$ cat src/rtl/lc3b_types.sv
// Shared line/tag types and the eviction write buffer state encoding.
package lc3b_types;

  localparam int LINE_OFFSET_BITS = 4;

  typedef logic [127:0] lc3b_c_line;
  typedef logic [15-LINE_OFFSET_BITS:0] lc3b_c_tag;

  typedef enum logic [1:0] {
    IDLE  = 2'd0,
    FETCH = 2'd1,
    DRAIN = 2'd2,
    RESP  = 2'd3
  } ewb_state_t;

  function automatic lc3b_c_tag line_tag(input logic [15:0] addr);
    return addr[15:LINE_OFFSET_BITS];
  endfunction

endpackage

$ cat src/rtl/ewb_entry.sv
// Single buffered line: valid/tag/data registers with a combinational tag match.
module ewb_entry
  import lc3b_types::*;
(
  input  logic       clk,
  input  logic       rst_n,
  input  logic       load,
  input  logic       clear,
  input  lc3b_c_tag  load_tag,
  input  lc3b_c_line load_data,
  input  lc3b_c_tag  cmp_tag,
  output logic       valid,
  output lc3b_c_tag  tag,
  output lc3b_c_line data,
  output logic       hit
);

  always_ff @(posedge clk or negedge rst_n) begin
    if (!rst_n) begin
      valid <= 1'b0;
      tag   <= '0;
      data  <= '0;
    end else if (clear) begin
      valid <= 1'b0;
    end else if (load) begin
      valid <= 1'b1;
      tag   <= load_tag;
      data  <= load_data;
    end
  end

  assign hit = valid && (tag == cmp_tag);

endmodule

$ cat src/rtl/eviction_write_buffer.sv
// Single-entry eviction buffer between the L1 cache and pmem: miss reads bypass
// the buffered write-back, which drains once the bus has been idle long enough.
//
// state | meaning
// IDLE  | accept cache requests, count idle cycles while a line is buffered
// FETCH | miss read outstanding on pmem
// DRAIN | buffered line being written to pmem; always runs to completion
// RESP  | one-cycle c_resp; cache inputs ignored
module eviction_write_buffer
  import lc3b_types::*;
#(
  parameter int DRAIN_DELAY = 2
) (
  input  logic         clk,
  input  logic         rst_n,
  input  logic [15:0]  c_address,
  input  logic         c_read,
  input  logic         c_write,
  input  logic [127:0] c_wdata,
  output logic [127:0] c_rdata,
  output logic         c_resp,
  output logic [15:0]  pmem_address,
  output logic         pmem_read,
  output logic         pmem_write,
  output logic [127:0] pmem_wdata,
  input  logic [127:0] pmem_rdata,
  input  logic         pmem_resp
);

  localparam int CNT_W = (DRAIN_DELAY > 0) ? $clog2(DRAIN_DELAY + 1) : 1;
  localparam logic [CNT_W-1:0] DELAY_CNT = CNT_W'(DRAIN_DELAY);

  ewb_state_t       state, state_next;
  logic [CNT_W-1:0] cnt, cnt_next;

  logic       entry_load, entry_clear, entry_valid, entry_hit;
  lc3b_c_tag  entry_tag;
  lc3b_c_line entry_data;
  lc3b_c_tag  req_tag;

  logic rdata_from_buf, rdata_from_pmem, addr_miss, start_drain;

  // Offset bits select a word inside the line; the buffer works on whole lines.
  logic unused_offset;
  assign unused_offset = ^c_address[LINE_OFFSET_BITS-1:0];

  assign req_tag = line_tag(c_address);

  ewb_entry u_entry (
    .clk       (clk),
    .rst_n     (rst_n),
    .load      (entry_load),
    .clear     (entry_clear),
    .load_tag  (req_tag),
    .load_data (c_wdata),
    .cmp_tag   (req_tag),
    .valid     (entry_valid),
    .tag       (entry_tag),
    .data      (entry_data),
    .hit       (entry_hit)
  );

  always_ff @(posedge clk or negedge rst_n) begin
    if (!rst_n) state <= IDLE;
    else        state <= state_next;
  end

  always_comb begin
    state_next      = state;
    cnt_next        = cnt;
    entry_load      = 1'b0;
    entry_clear     = 1'b0;
    rdata_from_buf  = 1'b0;
    rdata_from_pmem = 1'b0;
    addr_miss       = 1'b0;
    start_drain     = 1'b0;
    case (state)
      IDLE: begin
        // Read wins over a simultaneous write and over a pending drain.
        if (c_read) begin
          cnt_next = '0;
          if (entry_hit) begin
            rdata_from_buf = 1'b1;
            state_next     = RESP;
          end else begin
            addr_miss  = 1'b1;
            state_next = FETCH;
          end
        end else if (c_write) begin
          cnt_next = '0;
          if (entry_valid) begin
            start_drain = 1'b1;
            state_next  = DRAIN;
          end else begin
            entry_load = 1'b1;
            state_next = RESP;
          end
        end else if (entry_valid) begin
          if (cnt == DELAY_CNT) begin
            cnt_next    = '0;
            start_drain = 1'b1;
            state_next  = DRAIN;
          end else begin
            cnt_next = cnt + CNT_W'(1);
          end
        end else begin
          cnt_next = '0;
        end
      end
      FETCH: begin
        if (pmem_resp) begin
          rdata_from_pmem = 1'b1;
          state_next      = RESP;
        end
      end
      DRAIN: begin
        if (pmem_resp) begin
          entry_clear = 1'b1;
          cnt_next    = '0;
          state_next  = IDLE;
        end
      end
      RESP:    state_next = IDLE;
      default: state_next = IDLE;
    endcase
  end

  always_ff @(posedge clk or negedge rst_n) begin
    if (!rst_n) begin
      cnt          <= '0;
      c_rdata      <= '0;
      pmem_address <= '0;
      pmem_wdata   <= '0;
    end else begin
      cnt <= cnt_next;
      if (rdata_from_buf)       c_rdata <= entry_data;
      else if (rdata_from_pmem) c_rdata <= pmem_rdata;
      if (addr_miss) begin
        pmem_address <= {req_tag, {LINE_OFFSET_BITS{1'b0}}};
      end else if (start_drain) begin
        pmem_address <= {entry_tag, {LINE_OFFSET_BITS{1'b0}}};
        pmem_wdata   <= entry_data;
      end
    end
  end

  assign pmem_read  = (state == FETCH);
  assign pmem_write = (state == DRAIN);
  assign c_resp     = (state == RESP);

endmodule

$ cat config.mk
export PLATFORM = sky130hd
export DESIGN_NAME = eviction_write_buffer
export DESIGN_NICKNAME = d
export VERILOG_FILES = /design/src/rtl/lc3b_types.sv /design/src/rtl/ewb_entry.sv /design/src/rtl/eviction_write_buffer.sv
export SDC_FILE = /design/constraint.sdc
export NUM_CORES = 1
export LEC_CHECK = 0
export CAP_MARGIN = 0
export CELL_PAD_IN_SITES_DETAIL_PLACEMENT = 1
export CELL_PAD_IN_SITES_GLOBAL_PLACEMENT = 1
export CORE_AREA = 2 2 215 217
export CTS_BUF_LIST = sky130_fd_sc_hd__clkbuf_4 sky130_fd_sc_hd__clkbuf_8
export DETAILED_ROUTE_END_ITERATION = 6
export DIE_AREA = 0 0 217 219
export HOLD_SLACK_MARGIN = 0.15
export PLACE_DENSITY = 0.89
export SYNTH_ARGS = -nofsm -noshare
export SYNTH_HDL_FRONTEND = slang
export SYNTH_SLANG_ARGS = --single-unit
$ cat constraint.sdc
create_clock -name clk -period 3.6 [get_ports clk]
set_input_delay 0.72 -clock clk [delete_from_list [all_inputs] [get_ports clk]]
set_output_delay 0.72 -clock clk [all_outputs]
set_load 0.005 [all_outputs]
==> results of run 1 <==
## state kept, by name (all words and copies together), names as in the netlist
| signal | count |
|---|---|
| state | 2 |
| cnt | 2 |
| c_rdata | 128 |
| pmem_address | 12 |
| pmem_wdata | 128 |
| u_entry.valid | 1 |
| u_entry.data | 128 |
| u_entry.tag | 12 |
## cell families (layout without fill, tap and decap cells)
family | count (synthesis) | after routing | share of synthesized area [%]
muxes | 548 | 548 | 37.1
DFF | 413 | 413 | 58.5
buffers and inverters | 67 | 711 | 2.77
and+or+nand+nor | 23 | 23 | 0.673
xor gates and xnor gates | 12 | 12 | 0.595
AOI/OAI and AO/OA | 10 | 10 | 0.333
other | 1 | 12 | 0.0212
## path summary, 6_finish.rpt
check                                           endpoint  slack [ns]  depth (start not counted)                       start
max in group asynchronous  u_entry.data[101]$_DFFE_PN0P_        1.91                          3                       rst_n
max reg2reg                 pmem_address[15]$_DFFE_PN0P_        1.27                          6  u_entry.tag[5]$_DFFE_PN0P_
min                           pmem_wdata[45]$_DFFE_PN0P_        0.51                          1  pmem_wdata[45]$_DFFE_PN0P_
max                                            pmem_read        0.89                          2        state[0]$_DFFE_PN0P_
min in group asynchronous   u_entry.data[14]$_DFFE_PN0P_        0.70                          2                       rst_n
min reg2reg                   pmem_wdata[45]$_DFFE_PN0P_        0.51                          1  pmem_wdata[45]$_DFFE_PN0P_
## layout make-up
class,count,share of cell area (%)
diodes,8,0.0786
inverters,2,0.0295
flip-flops and latches,413,40.6
well taps,600,2.95
repair buffers,579,23.2
clock buffers,123,6.08
clock inverters,7,0.147
multi-input cells,597,27.0
## Yosys cell counts
cell | instances | area (µm²)
or3_1 | 1 | 6.26
inv_1 | 2 | 7.51
nor2_1 | 5 | 18.8
a2111oi_0 | 1 | 8.76
nor3_1 | 1 | 5.00
buf_8 | 1 | 15.0
and2_1 | 1 | 6.26
nand2b_1 | 1 | 6.26
o21bai_1 | 1 | 7.51
buf_6 | 21 | 236
nand2_1 | 4 | 15.0
buf_2 | 34 | 170
nor2b_1 | 3 | 18.8
nor4_1 | 1 | 6.26
buf_4 | 7 | 52.6
a211oi_1 | 1 | 7.51
o21ai_0 | 3 | 15.0
nand3_1 | 2 | 10.0
nand4_1 | 2 | 12.5
conb_1 | 1 | 3.75
nand3b_1 | 1 | 7.51
mux2_4 | 100 | 1500
clkbuf_1 | 2 | 7.51
or2_1 | 1 | 6.26
xnor2_1 | 12 | 105
mux2_2 | 448 | 5040
a21oi_1 | 4 | 20.0
dfrtp_1 | 413 | 10300
## metrics by stage
step / hold slack, ns / instances / util (%) / setup WS (ns)
CTS: 0.507 / 2321 / 56.5 / 0.812
finish: 0.506 / 2329 / 56.5 / 0.893
floorplan: 0.424 / 1077 / - / 1.45
global placement: 0.487 / 2190 / 52.9 / 0.476
global route: 0.519 / 2327 / 56.5 / 0.725
detailed placement: 0.493 / 2190 / 52.9 / 0.449
## cell usage in the layout, fill, tap and decap left out, types with 4 or more instances in the layout
cell type and instances:
mux2_2 448, clkinv_2 6, conb_1 4, xnor2_1 12, buf_12 15, clkbuf_4 23, nor2_1 5, a21oi_1 4
clkdlybuf4s50_1 542, dfrtp_1 413, diode_2 8, clkbuf_8 100, mux2_4 100, buf_4 20
## worst max-delay path: cells and delay by family, from the launching register on
family,cells,cell delay [ns]
buffers and inverters,1,0.59
flip-flops,1,0.48
AND/OR/NAND/NOR,1,0.30
## report_power, final
group / switching (W) / total, W / leakage [nW] / internal (W)
Clock: 0.00197 / 0.00467 / 0.848 / 0.00270
Sequential: 0.00160 / 0.00851 / 5.05 / 0.00691
Combinational: 0.00275 / 0.00852 / 5.44 / 0.00577
## per-layer routing
metal,global-route usage [%],vias up,wire length [µm]
li1,-,5037,-
met1,26.7,6079,21100
met4,12.0,2,2660
met5,0,-,13
met2,42.5,418,30000
met3,6.63,146,3590
==> metrics.txt, run 1 <==
Clock Tree Buf Depth=3; Cell Area, Synth=approximately 0.018 mm²; Die Wd=around 220 µm; period utilization=75.2%; Distinct cells, synth=28; ratio of cells with drive above 1 in the final layout=a little over two fifths; Syn Area/Cell=around 16 µm²; post-DP HPWL=~40000 µm; 1st-pass router iterations=4; multi-input logic area=0.00688 mm²; Placeable Area=0.0451 mm²; Final min period=2.71 ns; grt ovf=0; first-pass GRT wire length=roughly 86000 µm; Design Power=around 0.022 W; post-CTS setup buffer count=0; Worst slew margin=a little over a fifth; design area=roughly 0.025 mm²; startpoint types=flip-flop; TritonCTS clock tree=done; CP endpoint kind=output pin; Seq/Total Area, Yosys=a little under 60%; critical-path cell list=nor2b_1 > clkdlybuf4s50_1; final setup vio count=0; Slew Limit Fails=0; FMAX=about 370 MHz; Sequential Area=between 0.01 and 0.015 mm²; Clk pin slew, worst setup/hold paths=roughly 0.06 ns; CP Class=flip-flop to output pin; # nets final=1943; clk sink count=between 400 and 500; CP max FO=9; Synth Instances=1074; DRC=0; via count=roughly 12000; Routed Antenna Nets=0; clk_skew=0.0231 ns; initial antenna violation count=7; CP arrival=between 1.5 and 2 ns; Fill cells=around 4300; max-cap violations=0; Detailed Route WL=roughly 57000 µm; hold buffers post-CTS=1; Gates resized, CTS repair=0; largest net degree at the start of global routing=80; I/O Pins=around 550; Crit-path slowest cell=clkdlybuf4s50_1; later-pin clock latency in the skew report=0.64 ns; DRT iter0 DRCs=about 400; RSZ-0062 raised after global routing=no; H-tree Lvls=3; Total Routing Usage GR=about 24%; final-report hold violation count=0; P_leak=between 10 and 15 nW; Fin Setup TNS=0 ns; DIE AREA=about 0.048 mm²; IO buf count=around 540; Syn-to-layout area delta=44.3%; Root Buffer=clkbuf_8; Hold Crit Class=flip-flop to flip-flop; Worst-Margin Slew=roughly 1.2 ns; Worst EP required=approximately 2.9 ns; post-synthesis register bit count=~410; GPL Wtd Cong=just over 0.8; Starting Density=around 39%; Via density=5.02; WL/cell=about 25 µm; Die Y=~220 µm; YS warnings=0; CTS Buf Count=between 70 and 80; DP Area=around 0.024 mm²; pwr dens=about 850 mW/mm²; peak supply drop=between 400 and 500 µV; status=complete, no violations; vias in the first global route=13700; crit-path max cell delay=between 0.5 and 0.6 ns; Rows=slightly below 80
(Power assumes the default switching activity.)
==> run 2: changes to the inputs <==
Settings changed: CORE_AREA 2 2 215 217 to not set, CORE_UTILIZATION set to 35, DIE_AREA 0 0 217 219 to not set, PLACE_DENSITY 0.89 to 0.85.
Clock period 3.6 ns to 2.4 ns, I/O delays scaled along.
==> run 2 against run 1 <==
Clock power rose by 42%. Sequential share of layout area shrank 0.37 points. Worst setup slack worse by 0.80 ns. Clock skew rose by 0.010 ns. Total power increased by 49%. Non-clock buffer count up 24. Final area up 0.95%. Largest power group is now sequential cells.
==> metrics.txt, run 2 (synthesized netlist as in run 1, its figures left out) <==
Starting Density=35.8% (-3.4 points); Final min period=about 2.3 ns; max-cap violations=0 (unchanged); FMAX=roughly 430 MHz; CP endpoint kind=output pin; CP Class=flip-flop to output pin; Fin Setup TNS=0 ns (unchanged); WL/cell=23.4 µm (-5.1%); Detailed Route WL=56200 µm (-1.9%); I/O Pins=552 (unchanged); status=complete, no violations; RSZ-0062 raised after global routing=no; # nets final=1968 (+1.3%); first-pass GRT wire length=83800 µm (-2.4%); pwr dens=1260 mW/mm² (+47%); Rows=81 (+3.8%); DRC=0 (unchanged); DRT iter0 DRCs=355 (-11%); Die Wd=227 µm (+4.4%); P_leak=11.4 nW (+0.71%); startpoint types=flip-flop; peak supply drop=721 µV (+45%); Worst slew margin=56.0% (+35 points); Syn-to-layout area delta=45.7%; ratio of cells with drive above 1 in the final layout=42.4% (+0.68 points); Via density=4.78 (-4.7%); initial antenna violation count=6 (-1); most common cell after layout, fill and taps aside=clkdlybuf4s50_1; most frequent cells in the layout=clkdlybuf4s50_1 (542), mux2_2 (448), dfrtp_1 (411); Worst-Margin Slew=0.660 ns (-0.514 ns); final setup vio count=0 (unchanged); CP max FO=9 (unchanged); CTS Buf Count=74 (+1.4%); Routed Antenna Nets=0 (unchanged); GPL Wtd Cong=0.824 (+2.3%); via count=11500 (-1.5%); final-report hold violation count=0 (unchanged); Placeable Area=0.0494 mm² (+9.5%); Worst EP required=1.92 ns (-0.96 ns); H-tree Lvls=3 (unchanged); clk_skew=0.0336 ns (+0.0105 ns); CP arrival=1.83 ns (-0.16 ns); Hold Worst Slack=0.417 ns (-0.0889 ns); post-DP HPWL=40400 µm (+1.3%); Clk pin slew, worst setup/hold paths=0.06 ns (about the same); 1st-pass router iterations=5 (+1); TritonCTS clock tree=done; grt ovf=0 (unchanged); Die Y=227 µm (+3.5%); DIE AREA=0.0513 mm² (+8.1%); period utilization=between 90% and 100%; largest net degree at the start of global routing=68 (-15%); Slew Limit Fails=0 (unchanged); biggest regs=c_rdata (128), pmem_wdata (128), u_entry.data (128); DP Area=0.0242 mm² (+1.4%); Total Routing Usage GR=21.9% (-2.1 points); Post-Route Utilization=52.1% (-4.4 points); Root Buffer=clkbuf_8; later-pin clock latency in the skew report=0.65 ns (about the same); Critical path origin=state[0]$_DFFE_PN0P_; Clock Tree Buf Depth=3 (unchanged); Hold Crit Class=input pin to asynchronous set/reset pin; design area=0.0257 mm² (+0.95%); clk sink count=413 (unchanged); IO buf count=543 (unchanged); vias in the first global route=13400 (-1.8%); Reg-to-Reg Start=state[1]$_DFFE_PN0P_
[run 2: cell count changes in the layout (fill, tap and decap cells not counted), sizes merged, moves of 2 or more]
| cell | before | now |
|---|---|---|
| clkbuf | 123 | 112 |
| buf | 36 | 60 |
| clkinv | 6 | 2 |
| clkinvlp | 1 | 3 |
| inv | 2 | 5 |
[run 2: report_power, final]
part           switching [W]  internal [W]
Clock                0.00292       0.00373
Sequential           0.00243        0.0104
Combinational        0.00403       0.00879
Total                0.00938        0.0229
[run 2: cell type report]
cell class | count | area [µm²]
Clock inverter | 9 | 88.8
Multi-Input combinational cell | 597 | 6890
Fill cell | 4827 | 23600
Timing Repair Buffer | 603 | 6180
Antenna cell | 7 | 17.5
Inverter | 2 | 7.51
Sequential cell | 413 | 10300
Clock buffer | 112 | 1370
Tap cell | 664 | 831
[run 2: stage by stage]
stage | total power, W | cells | worst slack, ns
2_1_floorplan | 0.0180 | 1077 | 0.492
3_3_place_gp | 0.0248 | 2276 | -0.148
3_5_place_dp | 0.0257 | 2276 | -0.181
4_1_cts | 0.0327 | 2399 | 0.0154
5_1_grt | 0.0341 | 2403 | 0.000380
6_report | 0.0323 | 2407 | 0.0906
[run 2: worst paths after layout]
path	slack [ns]	end	cells past startpoint
max	0.09	pmem_read	2
min	0.42	c_rdata[109]$_DFFE_PN0P_	2
max reg2reg	0.21	u_entry.data[113]$_DFFE_PN0P_	5
min reg2reg	0.50	pmem_wdata[9]$_DFFE_PN0P_	1
max in group asynchronous	1.18	c_rdata[105]$_DFFE_PN0P_	3
min in group clk	0.44	u_entry.data[79]$_DFFE_PN0P_	2
[run 2: repair_timing]
action	CTS	global route
endpoints found under the setup margin	3	1
buffers inserted	1	1
hold buffers	1	0
resized for setup	4	0
endpoints found under the hold margin	55	0
cloned	0	0
[run 2: layer usage]
metal | vias up | routed length [µm] | track usage, %
met1 | 5911 | 20300 | 23.5
met2 | 386 | 29700 | 39.0
met4 | 4 | 2290 | 10.4
met5 | - | 19 | 0
li1 | 5076 | - | -
met3 | 134 | 3870 | 6.98
[run 2: worst max-delay path, cell delays in order (launching register included)]
cell and delay (ns):
dfrtp_2 0.45, nor2b_4 0.22, clkdlybuf4s50_1 0.52
